`src/rtl/boid_reg_snapshot.sv`:
```
// boid_reg_snapshot: captures r25..r29 as one atomic boid record on every r29
// commit and queues the records for the boid engine over a valid/ready handshake.
module boid_reg_snapshot #(
  parameter int unsigned DEPTH      = 4,
  parameter int unsigned COMMIT_REG = 29
) (
  input  logic                   clock,
  input  logic                   ctrl_reset_n,
  input  logic                   ctrl_writeEnable,
  input  logic [4:0]             ctrl_writeReg,
  input  logic [31:0]            reg_out25,
  input  logic [31:0]            reg_out26,
  input  logic [31:0]            reg_out27,
  input  logic [31:0]            reg_out28,
  input  logic [31:0]            reg_out29,
  output logic                   boid_valid,
  input  logic                   boid_ready,
  output logic [159:0]           boid_data,
  output logic [$clog2(DEPTH):0] fifo_count,
  output logic                   fifo_full,
  output logic [7:0]             overflow_cnt
);

  localparam int unsigned PTR_W = $clog2(DEPTH);
  localparam int unsigned CNT_W = PTR_W + 1;
  localparam int unsigned REC_W = 160;

  logic             pending;
  logic             commitDet;
  logic             doPush;
  logic             doPop;
  logic             pushAccept;
  logic             dropRec;
  logic [PTR_W-1:0] wrPtr;
  logic [PTR_W-1:0] rdPtr;
  logic [PTR_W-1:0] wrPtrNext;
  logic [PTR_W-1:0] rdPtrNext;
  logic [CNT_W-1:0] countNext;
  logic [7:0]       overflowNext;
  logic [REC_W-1:0] sampleRec;
  logic [REC_W-1:0] mem [DEPTH];

  // The register file updates r29 on the commit edge, so the record is sampled one cycle later.
  always_comb begin
    commitDet    = ctrl_writeEnable && (ctrl_writeReg == 5'(COMMIT_REG));
    sampleRec    = {reg_out29, reg_out28, reg_out27, reg_out26, reg_out25};
    doPush       = pending;
    doPop        = boid_valid && boid_ready;
    pushAccept   = doPush && (!fifo_full || doPop);
    dropRec      = doPush && fifo_full && !doPop;

    wrPtrNext    = wrPtr;
    rdPtrNext    = rdPtr;
    countNext    = fifo_count;
    overflowNext = overflow_cnt;

    if (pushAccept) begin
      wrPtrNext = PTR_W'(wrPtr + 1'b1);
    end
    if (doPop) begin
      rdPtrNext = PTR_W'(rdPtr + 1'b1);
    end

    if (pushAccept && !doPop) begin
      countNext = CNT_W'(fifo_count + 1'b1);
    end else if (!pushAccept && doPop) begin
      countNext = CNT_W'(fifo_count - 1'b1);
    end

    if (dropRec && (overflow_cnt != 8'hFF)) begin
      overflowNext = 8'(overflow_cnt + 8'd1);
    end
  end

  // Control state; valid/full are decoded from the next count so they stay registered.
  always_ff @(posedge clock or negedge ctrl_reset_n) begin
    if (!ctrl_reset_n) begin
      pending      <= 1'b0;
      wrPtr        <= '0;
      rdPtr        <= '0;
      fifo_count   <= '0;
      boid_valid   <= 1'b0;
      fifo_full    <= 1'b0;
      overflow_cnt <= '0;
    end else begin
      pending      <= commitDet;
      wrPtr        <= wrPtrNext;
      rdPtr        <= rdPtrNext;
      fifo_count   <= countNext;
      boid_valid   <= (countNext != '0);
      fifo_full    <= (countNext == CNT_W'(DEPTH));
      overflow_cnt <= overflowNext;
    end
  end

  // Record storage is deliberately not reset.
  always_ff @(posedge clock) begin
    if (pushAccept) begin
      mem[wrPtr] <= sampleRec;
    end
  end

  assign boid_data = mem[rdPtr];

endmodule

```
`config.mk`:
```
export PLATFORM = sky130hd
export DESIGN_NAME = boid_reg_snapshot
export DESIGN_NICKNAME = d
export VERILOG_FILES = /design/src/rtl/boid_reg_snapshot.sv
export SDC_FILE = /design/constraint.sdc
export NUM_CORES = 1
export LEC_CHECK = 0
export CORE_MARGIN = 2
export CORE_UTILIZATION = 45
export CTS_BUF_LIST = sky130_fd_sc_hd__clkbuf_16
export DETAILED_ROUTE_END_ITERATION = 12
export DONT_BUFFER_PORTS = 1
export HOLD_SLACK_MARGIN = 0.08
export SETUP_SLACK_MARGIN = 0.15
export SYNTH_ARGS = -nofsm -noshare
export SYNTH_HDL_FRONTEND = slang
export SYNTH_SLANG_ARGS = --single-unit
```
`constraint.sdc`:
```
create_clock -name clock -period 6.9 [get_ports clock]
set_input_delay 0.345 -clock clock [delete_from_list [all_inputs] [get_ports clock]]
set_output_delay 0.345 -clock clock [all_outputs]
set_load 0.005 [all_outputs]
```
==> results.ini <==
[cells_and_area]
layout.nets=1311
multi_input_area_um2=4120
area_delta_synth_final_pct=18.8
seq_area_um2=19700
fin_util_pct=54.3
design_area_um2=28600
final_cell_mix=edfxtp_1 (640), dlygate4sd3_1 (164), mux4_2 (160), clkbuf_16 (70), inv_1 (28)
drive_gt1_share_pct=23.3
fillCellCount=3947
final_common_cell=edfxtp_1

[synth]
yosys_register_bits=658
synth_top_family_by_area=multiplexers
synth_xor_area_share_pct=0.291
ys_seq_area_share_pct=81.8
async_reset_ff_share_pct=2.74
yosys_warnings=0
synth_compound_area_share_pct=0.338
synthSimpleGateAreaFrac_pct=0.900
yosysUniqueCellTypes=36
syn_area_um2=24000
avgSynthCellArea_um2=25.8
yosys_most_used_dff=edfxtp_1
synth_nets=1107
synth_cells=931
synth_mux_area_share_pct=15.2
synth_edf_count=640
synth_fa_ha_area_share_pct=0.364

[global_routing]
use_met1_pct=21.2
antenna_found_initial=4
grt.overflow.total=0
groute.usage.overall_pct=16.2
busiest_layer=met2
grt_max_degree=150
met2_usage_pct=25.7
grt_pass1_vias=10800
grt_pass1_wl_um=67800
grt_util_met3_pct=5.75

[sta]
rsz0062_at_grt=false
min_period_over_period_pct=47.6
tns_ns=0
slew_violations=0
slew_headroom_pct=11.4
setup_violations=0
min_period_ns=3.28
worst_pin_slew_ns=1.33
skew_ns=0.0205
finalHoldViolCount=0
fmax_ghz=0.304

[clock_network]
cts_buffer_depth=3
clockRootBuffer=clkbuf_16
cts.sinks=658
tritoncts=built
cts_buffers=68
clk_latency_ns=0.59
cts_max_level=3
cts.clk_slew.worst_paths_ns=0.06

[flow_run]
drv_cap=0

[drt]
antenna_left=0
routedWlPerCell_um=23.8
vias=10200
drc_errors=0
drtPass1Iterations=4
drt-initial-drc-count=652
drt-total-wl_um=44800
avgViaCountPerCell=5.41

[power]
powerDensity_nw_per_um2=346
finalPower_mw=9.87
ir_drop_mv=0.255
p_leak_nw=9.11

[status]
status=finished, final reports clean

[worst_setup_path]
critPathCaptureType=output port
cp_max_fo=44
setup.worst_path.class=reg -> out
crit_arrival_ns=2.94
start_kind=register
cp.required_ns=6.55

[floorplanning]
core_area_um2=52700
die-area_um2=55300
start_util_pct=45.7
io_pins=342
core.rowCount=84
fp.dieW_um=235
die_h_um=235

[placed_design]
place.gp.congestion=0.730
numPortBuffers=0
dpl.hpwl_um=24900
placed_cell_area_um2=24800

[worst_hold_path]
hold_class=in -> reg

[cell type report]
class / count / share of cell area, %
Clock inverter: 51 / 1.28
Clock buffer: 70 / 6.13
Multi-Input combinational cell: 227 / 14.4
Tap cell: 688 / 3.01
Inverter: 7 / 0.0920
Antenna cell: 4 / 0.0350
Sequential cell: 658 / 68.9
Timing Repair Buffer: 173 / 6.16
[synthesized netlist by cell type (2+ instances only)]
| library cell | number | area [µm²] |
|---|---|---|
| nand2_1 | 7 | 26.3 |
| mux4_2 | 160 | 3600 |
| nand4_1 | 3 | 18.8 |
| nand3_1 | 2 | 10.0 |
| buf_2 | 21 | 105 |
| a21oi_1 | 4 | 20.0 |
| edfxtp_1 | 640 | 19200 |
| a31oi_1 | 2 | 12.5 |
| nor2_1 | 5 | 18.8 |
| nand2b_1 | 2 | 12.5 |
| and4b_2 | 2 | 22.5 |
| inv_1 | 7 | 26.3 |
| dfrtp_1 | 18 | 450 |
| and3_1 | 2 | 12.5 |
| nor2b_1 | 2 | 12.5 |
| xnor2_1 | 7 | 61.3 |
| clkbuf_1 | 8 | 30.0 |
| ha_1 | 7 | 87.6 |
| buf_6 | 10 | 113 |
| and3_4 | 2 | 22.5 |
| and2_1 | 5 | 31.3 |
[metal layers]
layer	vias up	share of wire (%)
li1	4420	-
met4	2	1.8
met1	5368	41
met5	-	0.029
met3	58	8.4
met2	314	49
[worst max-delay path, stage by stage, from the launching register on]
cell	delay (ns)
dfrtp_4	0.79
buf_4	0.81
mux4_2	0.67
[cells by family after synthesis]
logic type / count (synthesis)
AO/OA/AOI/OAI: 12
XOR/XNOR: 8
adder cells (fa/ha/maj): 7
buffers and inverters: 46
flip-flops: 658
multiplexers: 164
AND/OR/NAND/NOR: 36
[power breakdown]
group | total [mW] | internal (mW) | switching [mW] | leakage (nW)
clock network | 3.43 | 2.00 | 1.44 | 1.11
registers | 4.56 | 4.44 | 0.124 | 5.98
logic | 1.88 | 0.938 | 0.945 | 2.02
[what timing repair did]
item | CTS | global route
resized for setup | 0 | 0
setup buffers | 0 | 0
hold endpoints to repair | 662 | 0
hold buffers | 164 | 0
[registers in the layout (all words and copies together) (netlist names)]
name	flops
mem	640
overflow_cnt	8
fifo_count	3
rdPtr	2
wrPtr	2
boid_valid	1
doPush	1
fifo_full	1
[per-stage QoR]
stage / std cells / hold slack (ns) / worst slack, ns
floorplan: 931 / 0.0494 / 1.78
detailed placement: 1589 / 0.0498 / 3.66
finish: 1878 / 0.135 / 3.62
global route: 1877 / 0.175 / 3.35
CTS: 1874 / 0.0912 / 3.47
global placement: 1589 / 0.0499 / 3.75
[worst paths after layout]
kind / from / to / slack [ns] / depth (start not counted)
worst max-delay path: rdPtr[0] / boid_data[52] / 3.62 / 2
worst min-delay path: boid_ready / fifo_count[1] / 0.14 / 3
worst max register to register: boid_valid / mem[3][50] / 3.71 / 4
worst min register to register: overflow_cnt[4] / overflow_cnt[4] / 0.55 / 1
max in group asynchronous: ctrl_reset_n / rdPtr[1] / 5.96 / 1
min in group asynchronous: ctrl_reset_n / overflow_cnt[2] / 0.31 / 1
Note: power is estimated with default switching activity, not from simulation.
